<file path="src/rtl/c3lib_async_fifo_wr_arb.sv">
// Round-robin arbiter sharing one async FIFO write port among NUM_REQ requesters, in bursts of up to BURST_MAX words.
// Latency is one cycle from handshake to fifo_wr_en. req_ready drops while the FIFO is partially full or arb_en is low.
module c3lib_async_fifo_wr_arb #(
  parameter int NUM_REQ   = 4,
  parameter int DWIDTH    = 8,
  parameter int BURST_MAX = 4,
  parameter int IDW       = $clog2(NUM_REQ)
) (
  input  logic                      clk,
  input  logic                      rst_n,
  input  logic                      arb_en,
  input  logic [NUM_REQ-1:0]        req_valid,
  input  logic [NUM_REQ*DWIDTH-1:0] req_data,
  input  logic [NUM_REQ-1:0]        req_last,
  output logic [NUM_REQ-1:0]        req_ready,
  output logic                      fifo_wr_en,
  output logic [DWIDTH-1:0]         fifo_wr_data,
  input  logic                      fifo_wr_full,
  input  logic                      fifo_wr_pfull,
  output logic                      grant_active,
  output logic [IDW-1:0]            grant_id,
  input  logic                      ovf_clr,
  output logic                      ovf_err
);

  localparam int BCW = (BURST_MAX > 1) ? $clog2(BURST_MAX) : 1;
  localparam logic [BCW-1:0] BCNT_LAST = BCW'(BURST_MAX - 1);
  localparam logic [IDW-1:0] ID_LAST   = IDW'(NUM_REQ - 1);

  typedef enum logic {IDLE = 1'b0, BURST = 1'b1} state_e;

  state_e              state_q, state_d;
  logic [IDW-1:0]      ptr_q, ptr_d;
  logic [IDW-1:0]      grant_id_q, grant_id_d;
  logic [BCW-1:0]      bcnt_q, bcnt_d;
  logic                fifo_wr_en_q, fifo_wr_en_d;
  logic [DWIDTH-1:0]   fifo_wr_data_q, fifo_wr_data_d;
  logic                ovf_err_q, ovf_err_d;

  logic                sel_found;
  logic [IDW-1:0]      sel_idx;
  logic [IDW-1:0]      cand;
  int                  idx;
  logic                gnt_rdy;
  logic                xfer;
  logic                gnt_valid;
  logic                gnt_last;

  // First valid requester at or after ptr, wrapping modulo NUM_REQ.
  always_comb begin
    sel_found = 1'b0;
    sel_idx   = '0;
    cand      = '0;
    idx       = 0;
    for (int k = 0; k < NUM_REQ; k++) begin
      idx = int'(ptr_q) + k;
      if (idx >= NUM_REQ) idx = idx - NUM_REQ;
      cand = IDW'(idx);
      if (!sel_found && req_valid[cand]) begin
        sel_found = 1'b1;
        sel_idx   = cand;
      end
    end
  end

  always_ff @(posedge clk or negedge rst_n) begin
    if (!rst_n) begin
      state_q        <= IDLE;
      ptr_q          <= '0;
      grant_id_q     <= '0;
      bcnt_q         <= '0;
      fifo_wr_en_q   <= 1'b0;
      fifo_wr_data_q <= '0;
      ovf_err_q      <= 1'b0;
    end else begin
      state_q        <= state_d;
      ptr_q          <= ptr_d;
      grant_id_q     <= grant_id_d;
      bcnt_q         <= bcnt_d;
      fifo_wr_en_q   <= fifo_wr_en_d;
      fifo_wr_data_q <= fifo_wr_data_d;
      ovf_err_q      <= ovf_err_d;
    end
  end

  // Ready never looks at req_valid, so a source may derive valid from ready.
  always_comb begin
    grant_active = (state_q == BURST);
    gnt_rdy      = grant_active & arb_en & ~fifo_wr_pfull;
    req_ready    = gnt_rdy ? (NUM_REQ'(1) << grant_id_q) : '0;
    gnt_valid    = req_valid[grant_id_q];
    gnt_last     = req_last[grant_id_q];
    xfer         = gnt_rdy & gnt_valid;
  end

  always_comb begin
    state_d    = state_q;
    ptr_d      = ptr_q;
    grant_id_d = grant_id_q;
    bcnt_d     = bcnt_q;
    case (state_q)
      IDLE: begin
        if (arb_en && !fifo_wr_pfull && sel_found) begin
          grant_id_d = sel_idx;
          bcnt_d     = '0;
          state_d    = BURST;
        end
      end
      BURST: begin
        if (xfer) bcnt_d = bcnt_q + BCW'(1);
        if ((xfer && (gnt_last || bcnt_q == BCNT_LAST)) || !gnt_valid || !arb_en) begin
          state_d = IDLE;
          ptr_d   = (grant_id_q == ID_LAST) ? '0 : grant_id_q + IDW'(1);
        end
      end
      default: state_d = IDLE;
    endcase
  end

  // Overflow set outranks a same-cycle clear so no event is lost.
  always_comb begin
    fifo_wr_en_d   = xfer;
    fifo_wr_data_d = xfer ? req_data[grant_id_q*DWIDTH +: DWIDTH] : fifo_wr_data_q;
    ovf_err_d      = ovf_err_q;
    if (fifo_wr_en_q && fifo_wr_full) ovf_err_d = 1'b1;
    else if (ovf_clr)                 ovf_err_d = 1'b0;
  end

  assign fifo_wr_en   = fifo_wr_en_q;
  assign fifo_wr_data = fifo_wr_data_q;
  assign grant_id     = grant_id_q;
  assign ovf_err      = ovf_err_q;

endmodule

</file>
<file path="config.mk">
export PLATFORM = sky130hd
export DESIGN_NAME = c3lib_async_fifo_wr_arb
export DESIGN_NICKNAME = d
export VERILOG_FILES = /design/src/rtl/c3lib_async_fifo_wr_arb.sv
export SDC_FILE = /design/constraint.sdc
export NUM_CORES = 1
export LEC_CHECK = 0
export CAP_MARGIN = 20
export CELL_PAD_IN_SITES_DETAIL_PLACEMENT = 1
export CELL_PAD_IN_SITES_GLOBAL_PLACEMENT = 2
export CORE_UTILIZATION = 20
export DETAILED_ROUTE_END_ITERATION = 10
export HOLD_SLACK_MARGIN = 0.1
export PLACE_DENSITY_LB_ADDON = 0.1
export SLEW_MARGIN = 20
export SYNTH_ARGS = -nofsm -noshare
export SYNTH_HDL_FRONTEND = slang
export SYNTH_SLANG_ARGS = --single-unit
</file>
<file path="constraint.sdc">
create_clock -name clk -period 1.7 [get_ports clk]
set_input_delay 0.34 -clock clk [delete_from_list [all_inputs] [get_ports clk]]
set_output_delay 0.34 -clock clk [all_outputs]
set_load 0.03 [all_outputs]
</file>
Yosys cells after proc, flatten, opt, wreduce, memory -nomap -nowiden
Index checks and enable logic that the tools add are counted.

word-level totals
  bits of input ports = 46
  register bits = 17
  output and inout port bits = 17
  logic and storage cells = 90

cells by class
  shift operators = 2
  magnitude comparators = 9
  bitwise gates (word level) = 5
  reduce and logical (&&, ||, !) cells = 20
  muxes and demuxes = 34
  $add $sub $neg = 9
  equality and inequality tests = 4

operators by type and width
  operator             number
  $shiftx 32x6->8      1
  $mux 2               11
  $lt 2x3->1 const B   5
  $mux 1               14
  $bmux 1 s2           6
  $ge 3x3->1 const B   3
  $sub 2x1->2 const B  4
  $logic_and 1x1->1    7
  $add 2x2->3 const B  2
  $logic_not 1->1      6
  $reduce_and 2->1     3
  $add 2x1->2 const B  2
  $eq 2x2->1 const B   2
  $mux 4               1
  $pmux 2 s2           1
  $shl 1x2->4 const A  1
  $add 2x1->3 const B  1
  $and 1x1->1          3
  $ge 2x3->1 const B   1
  $logic_or 1x1->1     3
  $ne 2x1->1 const B   1
  $ne 2x2->1 const B   1
  $not 1->1            2
  $pmux 1 s2           1
  $reduce_bool 2->1    1

Longest topological paths before layout
Gate-level depths: netlist (run 1).

  depth in word-level cells = 17
  mapped depth = 5
  mapped depth without buffers = 5

Worst setup path after synthesis (run 1)
Ideal clock, no wire load.

  path type = register to register
  start point = register grant_id_q[0] (netlist: grant_id[0])
  end point = register fifo_wr_data_q[0] (netlist: fifo_wr_data[0])
  setup slack = -0.245 ns
  stages on the path, launching flop included = 5
  buffers on the path = 1
  required time = 1.575 ns
  clock period less this slack = 1.945 ns
  arrival time = 1.820 ns
  library setup time = 0.125 ns
  cells stage by stage = dfrtp_1 > mux4_2 > nand2_1 > buf_4 > mux2_2

on the way
  longest elaborated chain between the ends = 3
  elaborated cells on any way between the ends = 4
  those cells by class = shift: 1; mux: 2; bitwise: 1

RTL lines
  item                                                                     line  source
  start, declared                                                          34    logic [IDW-1:0] grant_id_q, grant_id_d;
  start signal, assigned                                                   78    grant_id_q <= grant_id_d;
  parallel branches: the longest is 3 deep, another holds $shiftx 32x6->8  -
  end signal, assigned                                                     81    fifo_wr_data_q <= fifo_wr_data_d;
  end, declared                                                            37    logic [DWIDTH-1:0] fifo_wr_data_q, fifo_wr_data_d;

Parallel ways; which one is timed is not known. The select of a mux whose other input is x is not followed.
A chain may end at the register's enable or synchronous reset.

Worst setup path after layout (run 1)
  start point = register fifo_wr_data_q[6] (netlist: fifo_wr_data[6])
  end point = output port fifo_wr_data[6]

RTL lines
  item           line  source
  end, declared  17    output logic [DWIDTH-1:0] fifo_wr_data,

No word-level cell between the ends.

==> impl_metrics.prom, run 1 <==
# TYPE chip_impl_metric gauge
chip_impl_metric{name="clock-skew-final",unit="ns"} 0.00392
chip_impl_metric{name="max-vdd-ir-drop",unit="mV"} 0.454
chip_impl_metric{name="finalInstanceArea",unit="µm²"} 2050
chip_impl_metric{name="power_density",unit="nW/µm²"} 1200
chip_impl_metric{name="setup_viol_count_final",unit=""} 0
chip_impl_metric{name="number_of_antenna_violations_at_the_first_check_in_global_routing",unit=""} 0
chip_impl_metric{name="top_level_ports",unit=""} 63
chip_impl_metric{name="global_route.usage.total",unit="%"} 13.5
chip_impl_info{name="unrepaired_setup_endpoints_after_global_routing",value="true"} 1
chip_impl_metric{name="routed_wl",unit="µm"} 3690
chip_impl_info{name="path_cells",value="clkdlybuf4s50_1"} 1
chip_impl_metric{name="cts_max_level",unit=""} 1
chip_impl_metric{name="worstPathBufferInverterCount",unit=""} 1
chip_impl_info{name="critPathLaunchType",value="flop"} 1
chip_impl_info{name="post_synth_main_area_contributors",value="sky130_fd_sc_hd__dfrtp_1, sky130_fd_sc_hd__mux4_2, sky130_fd_sc_hd__mux2_2"} 1
chip_impl_info{name="yosysMostFrequentCell",value="sky130_fd_sc_hd__dfrtp_1"} 1
chip_impl_metric{name="synth_edf_count",unit=""} 0
chip_impl_metric{name="cts-root-to-sink-buffers",unit=""} 2
chip_impl_metric{name="slew-limit-headroom",unit="%"} 69.0
chip_impl_metric{name="numPlacedInstances",unit=""} 230
chip_impl_info{name="path_class",value="reg2out"} 1
chip_impl_metric{name="drc",unit=""} 0
chip_impl_metric{name="final-max-slew-violation-count",unit=""} 0
chip_impl_metric{name="place_area",unit="µm²"} 1930
chip_impl_metric{name="async_flop_share",unit="%"} 100
chip_impl_info{name="yosysTopAreaCell",value="sky130_fd_sc_hd__dfrtp_1"} 1
chip_impl_metric{name="routedWlPerCell",unit="µm"} 15.4
chip_impl_metric{name="finalNetCount",unit=""} 221
chip_impl_metric{name="fp-row-count",unit=""} 26
chip_impl_metric{name="floorplan.initialDensity",unit="%"} 21.2
chip_impl_info{name="cts_tree",value="built"} 1
chip_impl_metric{name="clkLatencyLatePin",unit="ns"} 0.25
chip_impl_info{name="clock_tree_root",value="sky130_fd_sc_hd__clkbuf_8"} 1
chip_impl_metric{name="critPathRequiredTime",unit="ns"} 1.36
chip_impl_metric{name="place.gp.congestion",unit=""} 0.730
chip_impl_metric{name="post_route_cells_drive_above_1_share",unit="%"} 33.7
chip_impl_metric{name="floorplan_core_area",unit="µm²"} 5240
chip_impl_metric{name="dr.first_iter.drc_count",unit=""} 41
chip_impl_metric{name="number_of_synthesis_warnings",unit=""} 0
chip_impl_metric{name="place_ws",unit="ns"} -0.329
chip_impl_metric{name="cts.reportedPaths.clkPinSlew",unit="ns"} 0.07
chip_impl_info{name="endpoint_kind",value="output port"} 1
chip_impl_metric{name="cts_hold_buf",unit=""} 0
chip_impl_metric{name="syn-num-nets",unit=""} 141
chip_impl_metric{name="cellLeakagePower",unit="nW"} 0.910
chip_impl_info{name="critical-path-top-delay-family",value="buffers and inverters"} 1
chip_impl_metric{name="synth_seq_area_share",unit="%"} 38.3
chip_impl_metric{name="final_period_minus_worst_setup_slack",unit="ns"} 1.64
chip_impl_metric{name="tritoncts.num_buffers",unit=""} 3
chip_impl_metric{name="area_growth",unit="%"} 84.5
chip_impl_metric{name="port-buffer-count",unit=""} 62
chip_impl_metric{name="final-hold-violation-count",unit=""} 0
chip_impl_metric{name="syn-instance-count",unit=""} 90
chip_impl_metric{name="die-width",unit="µm"} 76.5
chip_impl_metric{name="synthDistinctLibCells",unit=""} 30
chip_impl_metric{name="final_min_period_over_clock_period",unit="%"} 96.6
chip_impl_metric{name="detailedPlacementHpwl",unit="µm"} 2940
chip_impl_metric{name="via_count",unit=""} 1050
chip_impl_metric{name="grt_pass1_vias",unit=""} 1147
chip_impl_metric{name="syn-cell-area",unit="µm²"} 1110
chip_impl_metric{name="wire_length_of_the_first_global_routing_pass",unit="µm"} 6090
chip_impl_metric{name="tightestPinTransition",unit="ns"} 0.453
chip_impl_metric{name="drt-vias-per-instance",unit=""} 4.39
chip_impl_metric{name="final_util",unit="%"} 39.1
chip_impl_metric{name="drt.antenna.violating_nets",unit=""} 0
chip_impl_metric{name="num_antenna_cells",unit=""} 0
chip_impl_metric{name="grt_max_degree",unit=""} 18
chip_impl_metric{name="synth_top_area_share",unit="%"} 38.3
chip_impl_metric{name="critical_path.max_fanout",unit=""} 2
chip_impl_metric{name="maxCapViolCount",unit=""} 0
chip_impl_metric{name="syn_area_per_cell",unit="µm²"} 12.3
chip_impl_metric{name="maxClockFrequency",unit="GHz"} 0.609
chip_impl_metric{name="worst_ep_arrival_time",unit="ns"} 1.30
chip_impl_info{name="crit_slowest_cell",value="sky130_fd_sc_hd__clkdlybuf4s50_1"} 1
chip_impl_metric{name="clock_sinks",unit=""} 17
chip_impl_metric{name="postLayoutSetupSlackWorst",unit="ns"} 0.0574
chip_impl_metric{name="critPathMaxStageDelay",unit="ns"} 0.68
chip_impl_metric{name="die_y_extent",unit="µm"} 76.5
chip_impl_info{name="synth_commonest_cells",value="sky130_fd_sc_hd__dfrtp_1, sky130_fd_sc_hd__mux2_2, sky130_fd_sc_hd__inv_1, sky130_fd_sc_hd__mux4_2"} 1
chip_impl_metric{name="drt_pass1_iterations",unit=""} 2
chip_impl_metric{name="grt_overflow_total",unit=""} 0
chip_impl_metric{name="stdcell_count",unit=""} 239
chip_impl_metric{name="number_of_storage_elements_in_the_synthesis_netlist",unit=""} 17
chip_impl_info{name="hold_path_class",value="in2async"} 1
chip_impl_metric{name="r2r_setup_slack",unit="ns"} 0.06
chip_impl_metric{name="design.die.area",unit="µm²"} 5860
chip_impl_info{name="synth_top_flop_cell",value="sky130_fd_sc_hd__dfrtp_1"} 1
chip_impl_info{name="outcome",value="complete, no violations"} 1
[cell type report]
class	count	area, µm²
Inverter	8	32.5
Sequential cell	17	429
Timing Repair Buffer	78	773
Fill cell	574	3190
Tap cell	70	87.6
Multi-Input combinational cell	62	681
Clock inverter	1	5.00
Clock buffer	3	41.3
[cell families (layout without fill, tap and decap cells)]
kind of cell    Yosys count  count (layout)  synth area share (%)
simple gates             20              20                  9.57
buf+inv                  11              90                  5.07
flops                    17              17                  38.3
fa+ha+maj                 5               5                  5.63
compound gates           15              15                  9.68
mux                      22              22                  31.8
[cell usage in the layout, fill, tap and decap left out, types with 3 or more instances in the layout]
cell | netlist | final
sky130_fd_sc_hd__clkdlybuf4s50_1 | 0 | 49
sky130_fd_sc_hd__dfrtp_1 | 17 | 14
sky130_fd_sc_hd__buf_4 | 1 | 14
sky130_fd_sc_hd__mux4_2 | 7 | 7
sky130_fd_sc_hd__mux2_4 | 0 | 7
sky130_fd_sc_hd__dlygate4sd2_1 | 0 | 7
sky130_fd_sc_hd__inv_1 | 8 | 6
sky130_fd_sc_hd__ha_1 | 5 | 5
sky130_fd_sc_hd__buf_6 | 0 | 5
sky130_fd_sc_hd__nand2_1 | 5 | 4
sky130_fd_sc_hd__and2_4 | 0 | 3
sky130_fd_sc_hd__mux2i_1 | 3 | 3
sky130_fd_sc_hd__nor2_1 | 3 | 3
sky130_fd_sc_hd__mux2_2 | 10 | 3
sky130_fd_sc_hd__o21ai_0 | 3 | 3
sky130_fd_sc_hd__clkbuf_8 | 1 | 3
sky130_fd_sc_hd__dfrtp_2 | 0 | 3
sky130_fd_sc_hd__buf_12 | 0 | 3
[report_power, final]
part | switching (mW) | internal, mW | total (mW)
clock | 0.141 | 0.163 | 0.304
combinational | 0.665 | 0.806 | 1.47
sequential | 0.120 | 0.555 | 0.675
[timing repair]
item,4_1_cts,5_1_grt
endpoints found under the setup margin,16,9
setup buffers,4,1
gates resized for setup,14,7
pin swaps,1,3
[layer usage]
metal | GRT usage, % | share of wire [%] | vias up
met4 | 3.46 | 0.79 | 0
met1 | 16.0 | 40 | 522
met3 | 2.99 | 4.0 | 2
li1 | - | - | 497
met2 | 24.5 | 55 | 29
met5 | 0 | 0 | -
[per-stage QoR]
| step | setup TNS (ns) | power (mW) | hold WS, ns |
|---|---|---|---|
| after global placement | -4.35 | 2.06 | 0.485 |
| after floorplan | -0.402 | 1.50 | 0.0444 |
| after CTS | 0 | 2.47 | 0.449 |
| after detailed placement | -4.54 | 2.08 | 0.499 |
| final | 0 | 2.45 | 0.435 |
| after global routing | -0.0208 | 2.62 | 0.472 |
[sequential cells by signal, summed over array words and instances, names as in the netlist]
signal / flops
fifo_wr_en: 1
ovf_err: 1
fifo_wr_data: 8
grant_id: 2
bcnt_q: 2
grant_active: 1
ptr_q: 2
[path summary, 6_finish.rpt]
check,depth (start not counted),endpoint,startpoint
max reg2reg,4,fifo_wr_data[2]$_DFFE_PN0P_,grant_id[0]$_DFFE_PN0P_
max,1,fifo_wr_data[6],fifo_wr_data[6]$_DFFE_PN0P_
min reg2reg,2,ovf_err$_DFFE_PN0P_,fifo_wr_en$_DFF_PN0_
min,2,ovf_err$_DFFE_PN0P_,rst_n
min in group clk,2,ovf_err$_DFFE_PN0P_,fifo_wr_en$_DFF_PN0_
max in group asynchronous,2,grant_id[0]$_DFFE_PN0P_,rst_n
Note: power is estimated with default switching activity, not from simulation.
==> run 2, diff against run 1 <==
Settings changed: ABC_AREA from default to 1, CORE_ASPECT_RATIO from default to 1.75, CORE_UTILIZATION 20 to 18, PLACE_DENSITY_LB_ADDON 0.1 to 0.08.
==> run 2 against run 1 <==
Effect of this change:
- non-clock buffer count up 12
- combinational power rose by 68%
- critical path type unchanged
- total power increased by 50%
- register-to-register slack improved by 0.06 ns
- first-iteration DRC count fell by 54%
- die area rose by 32%
- routed wire length up 40%
- sequential share of layout area decreased by 2.8 points
- count of clock-buffer cells in the layout is 1 higher
- sequential power up 9.5%
- sequential cell count did not move
- setup slack better by 0.014 ns
==> impl_metrics.prom, run 2 <==
# TYPE chip_impl_metric gauge
chip_impl_info{name="outcome",value="complete, no violations"} 1
chip_impl_metric{name="max-vdd-ir-drop",unit="mV"} 0.607
chip_impl_metric{name="muxShareOfSynthArea",unit="%"} 0
chip_impl_metric{name="cts.reportedPaths.clkPinSlew",unit="ns"} 0.05
chip_impl_info{name="crit_path_launch",value="grant_id[0]$_DFFE_PN0P_"} 1
chip_impl_metric{name="area_of_the_multi_input_gates",unit="µm²"} 831
chip_impl_info{name="critPathLaunchType",value="flop"} 1
chip_impl_metric{name="final_min_period_over_clock_period",unit="%"} 95.8
chip_impl_metric{name="slew-limit-headroom",unit="%"} 77.5
chip_impl_metric{name="critPathRequiredTime",unit="ns"} 1.36
chip_impl_metric{name="syn-num-nets",unit=""} 259
chip_impl_metric{name="finalInstanceArea",unit="µm²"} 2350
chip_impl_metric{name="floorplan_core_area",unit="µm²"} 7180
chip_impl_metric{name="via_count",unit=""} 1606
chip_impl_metric{name="power.total",unit="mW"} 3.68
chip_impl_metric{name="detailedPlacementHpwl",unit="µm"} 4380
chip_impl_metric{name="final_period_minus_worst_setup_slack",unit="ns"} 1.63
chip_impl_metric{name="number_of_antenna_violations_at_the_first_check_in_global_routing",unit=""} 0
chip_impl_metric{name="worstPathBufferInverterCount",unit=""} 3
chip_impl_metric{name="syn_area_per_cell",unit="µm²"} 6.39
chip_impl_metric{name="wire_length_of_the_first_global_routing_pass",unit="µm"} 8240
chip_impl_metric{name="async_flop_share",unit="%"} 100
chip_impl_info{name="synth_top_flop_cell",value="sky130_fd_sc_hd__dfrtp_1"} 1
chip_impl_metric{name="critPathMaxStageDelay",unit="ns"} 0.45
chip_impl_metric{name="final-max-slew-violation-count",unit=""} 0
chip_impl_metric{name="global_route.usage.total",unit="%"} 14.3
chip_impl_metric{name="design.die.area",unit="µm²"} 7750
chip_impl_info{name="clock_tree_root",value="sky130_fd_sc_hd__clkbuf_16"} 1
chip_impl_metric{name="maxClockFrequency",unit="GHz"} 0.614
chip_impl_metric{name="syn-instance-count",unit=""} 208
chip_impl_metric{name="grt_overflow_total",unit=""} 0
chip_impl_metric{name="ff_latch_area",unit="µm²"} 428
chip_impl_metric{name="synth_top_area_share",unit="%"} 32.0
chip_impl_info{name="endpoint_kind",value="output port"} 1
chip_impl_metric{name="number_of_synthesis_warnings",unit=""} 0
chip_impl_metric{name="drt_pass1_iterations",unit=""} 4
chip_impl_metric{name="drc",unit=""} 0
chip_impl_info{name="dominant_combinational_cell_family_by_area_after_synthesis",value="simple AND/OR/NAND/NOR gates"} 1
chip_impl_info{name="yosysTopAreaCell",value="sky130_fd_sc_hd__dfrtp_1"} 1
chip_impl_metric{name="synth_seq_area_share",unit="%"} 32.0
chip_impl_metric{name="setup_viol_count_final",unit=""} 0
chip_impl_metric{name="post_route_cells_drive_above_1_share",unit="%"} 21.8
chip_impl_metric{name="synthDistinctLibCells",unit=""} 23
chip_impl_metric{name="synth-adder-area-share",unit="%"} 4.70
chip_impl_metric{name="finalHoldWorstSlack",unit="ns"} 0.425
chip_impl_info{name="path_cells",value="buf_4 > ha_1 > inv_2 > nor2_4 > buf_6"} 1
chip_impl_metric{name="place_area",unit="µm²"} 2160
chip_impl_metric{name="synthXorXnorAreaFrac",unit="%"} 0
chip_impl_info{name="critical_path.reg2reg.startpoint",value="ptr_q[0]$_DFFE_PN0P_"} 1
chip_impl_info{name="crit_slowest_cell",value="sky130_fd_sc_hd__dfrtp_2"} 1
chip_impl_info{name="yosysMostFrequentCell",value="sky130_fd_sc_hd__nand2_1"} 1
chip_impl_info{name="layout_common_cells",value="sky130_fd_sc_hd__nand2_1, sky130_fd_sc_hd__clkdlybuf4s50_1, sky130_fd_sc_hd__buf_4"} 1
chip_impl_metric{name="grt_max_degree",unit=""} 18
chip_impl_metric{name="syn-cell-area",unit="µm²"} 1330
chip_impl_info{name="path_class",value="reg2out"} 1
chip_impl_info{name="cts_tree",value="built"} 1
chip_impl_metric{name="synth_edf_count",unit=""} 0
chip_impl_metric{name="top_level_ports",unit=""} 63
chip_impl_metric{name="final_util",unit="%"} 32.8
chip_impl_metric{name="clkLatencyLatePin",unit="ns"} 0.24
chip_impl_metric{name="synth_simple_gate_area_share",unit="%"} 39.2
chip_impl_metric{name="cts-root-to-sink-buffers",unit=""} 2
chip_impl_info{name="synth_commonest_cells",value="sky130_fd_sc_hd__nand2_1, sky130_fd_sc_hd__nor2_1, sky130_fd_sc_hd__o21ai_0, sky130_fd_sc_hd__dfrtp_1, sky130_fd_sc_hd__inv_1"} 1
chip_impl_metric{name="clock_sinks",unit=""} 17
chip_impl_info{name="hold_path_class",value="in2async"} 1
chip_impl_metric{name="finalNetCount",unit=""} 346
chip_impl_metric{name="area_growth",unit="%"} 77.0
chip_impl_metric{name="grt_pass1_vias",unit=""} 1707
chip_impl_metric{name="cts_hold_buf",unit=""} 0
chip_impl_metric{name="r2r_setup_slack",unit="ns"} 0.12
chip_impl_metric{name="cts_max_level",unit=""} 1
chip_impl_metric{name="cellLeakagePower",unit="nW"} 1.14
chip_impl_metric{name="maxCapViolCount",unit=""} 0
chip_impl_info{name="critical-path-top-delay-family",value="flip-flops"} 1
chip_impl_info{name="post_synth_main_area_contributors",value="sky130_fd_sc_hd__dfrtp_1, sky130_fd_sc_hd__nand2_1, sky130_fd_sc_hd__o21ai_0"} 1
chip_impl_metric{name="final-hold-violation-count",unit=""} 0
chip_impl_metric{name="fraction_of_the_mapped_netlist_area_in_compound_gates",unit="%"} 14.5
chip_impl_metric{name="dr.first_iter.drc_count",unit=""} 19
chip_impl_metric{name="power_density",unit="nW/µm²"} 1560
chip_impl_info{name="layout_commonest_cell",value="sky130_fd_sc_hd__nand2_1"} 1
chip_impl_info{name="unrepaired_setup_endpoints_after_global_routing",value="true"} 1
chip_impl_metric{name="critical_path.max_fanout",unit=""} 6
chip_impl_metric{name="num_antenna_cells",unit=""} 0
chip_impl_metric{name="place.gp.congestion",unit=""} 0.698
chip_impl_metric{name="clock-skew-final",unit="ns"} 0.00168
chip_impl_metric{name="fp-row-count",unit=""} 41
chip_impl_metric{name="tightestPinTransition",unit="ns"} 0.338
chip_impl_metric{name="worst_ep_arrival_time",unit="ns"} 1.29
chip_impl_metric{name="routed_wl",unit="µm"} 5160
chip_impl_metric{name="tritoncts.num_buffers",unit=""} 3
chip_impl_metric{name="routedWlPerCell",unit="µm"} 13.6
chip_impl_metric{name="die_y_extent",unit="µm"} 116
chip_impl_metric{name="drt-vias-per-instance",unit=""} 4.23
chip_impl_metric{name="fillers",unit=""} 905
chip_impl_metric{name="drt.antenna.violating_nets",unit=""} 0
chip_impl_metric{name="port-buffer-count",unit=""} 62
chip_impl_metric{name="totalNegativeSetupSlack",unit="ns"} 0
chip_impl_metric{name="flip_flop_count_of_the_largest_register_after_layout",unit=""} 8
chip_impl_metric{name="floorplan.initialDensity",unit="%"} 18.5
chip_impl_metric{name="number_of_storage_elements_in_the_synthesis_netlist",unit=""} 17
chip_impl_metric{name="die-width",unit="µm"} 67.0
==> run 2: cell families (layout without fill, tap and decap cells) <==
group                    Yosys count  after routing
flip-flops                        17             17
buffers and inverters             27            113
AO/OA/AOI/OAI                     36             36
adder cells (fa/ha/maj)            5              5
AND/OR/NAND/NOR                  123            123
==> run 2: worst paths after layout <==
check | cells after the start | endpoint
max in group asynchronous | 2 | ptr_q[0]$_DFFE_PN0P_
setup reg to reg | 11 | bcnt_q[0]$_DFFE_PN0P_
min in group clk | 2 | fifo_wr_data[7]$_DFFE_PN0P_
setup / recovery | 5 | req_ready[3]
hold / removal | 2 | fifo_wr_data[4]$_DFFE_PN0P_
hold reg to reg | 2 | fifo_wr_data[7]$_DFFE_PN0P_
==> run 2: layout make-up <==
type / instances / share of cell area [%]
multi-input cells: 164 / 35.3
well taps: 86 / 4.57
repair buffers: 90 / 35.4
clock buffers: 4 / 3.35
flip-flops and latches: 17 / 18.2
inverters: 19 / 3.24
==> run 2: report_power, final <==
group          leakage (nW)  total [mW]  switching, mW  internal [mW]
Clock                0.0382       0.465          0.147          0.318
Combinational         0.886        2.47           1.44           1.03
Sequential            0.215       0.739          0.160          0.579
Total                  1.14        3.68           1.75           1.92
==> run 2: repair_timing <==
item	4_1_cts	5_1_grt
pin swaps	3	3
resized for setup	18	10
setup buffers	2	6
endpoints found under the setup margin	9	7
==> run 2: through the flow <==
step,setup WS (ns),instances
2_1_floorplan,-0.00952,208
3_3_place_gp,-0.266,368
3_5_place_dp,-0.303,368
4_1_cts,0.00451,374
5_1_grt,-0.00660,380
6_report,0.0718,380
==> run 2: layer usage <==
metal / GRT usage (%) / wire length (µm)
met5: 0 / 0
met3: 2.07 / 201
met4: 2.13 / 14
met1: 13.8 / 1790
met2: 30.3 / 3160
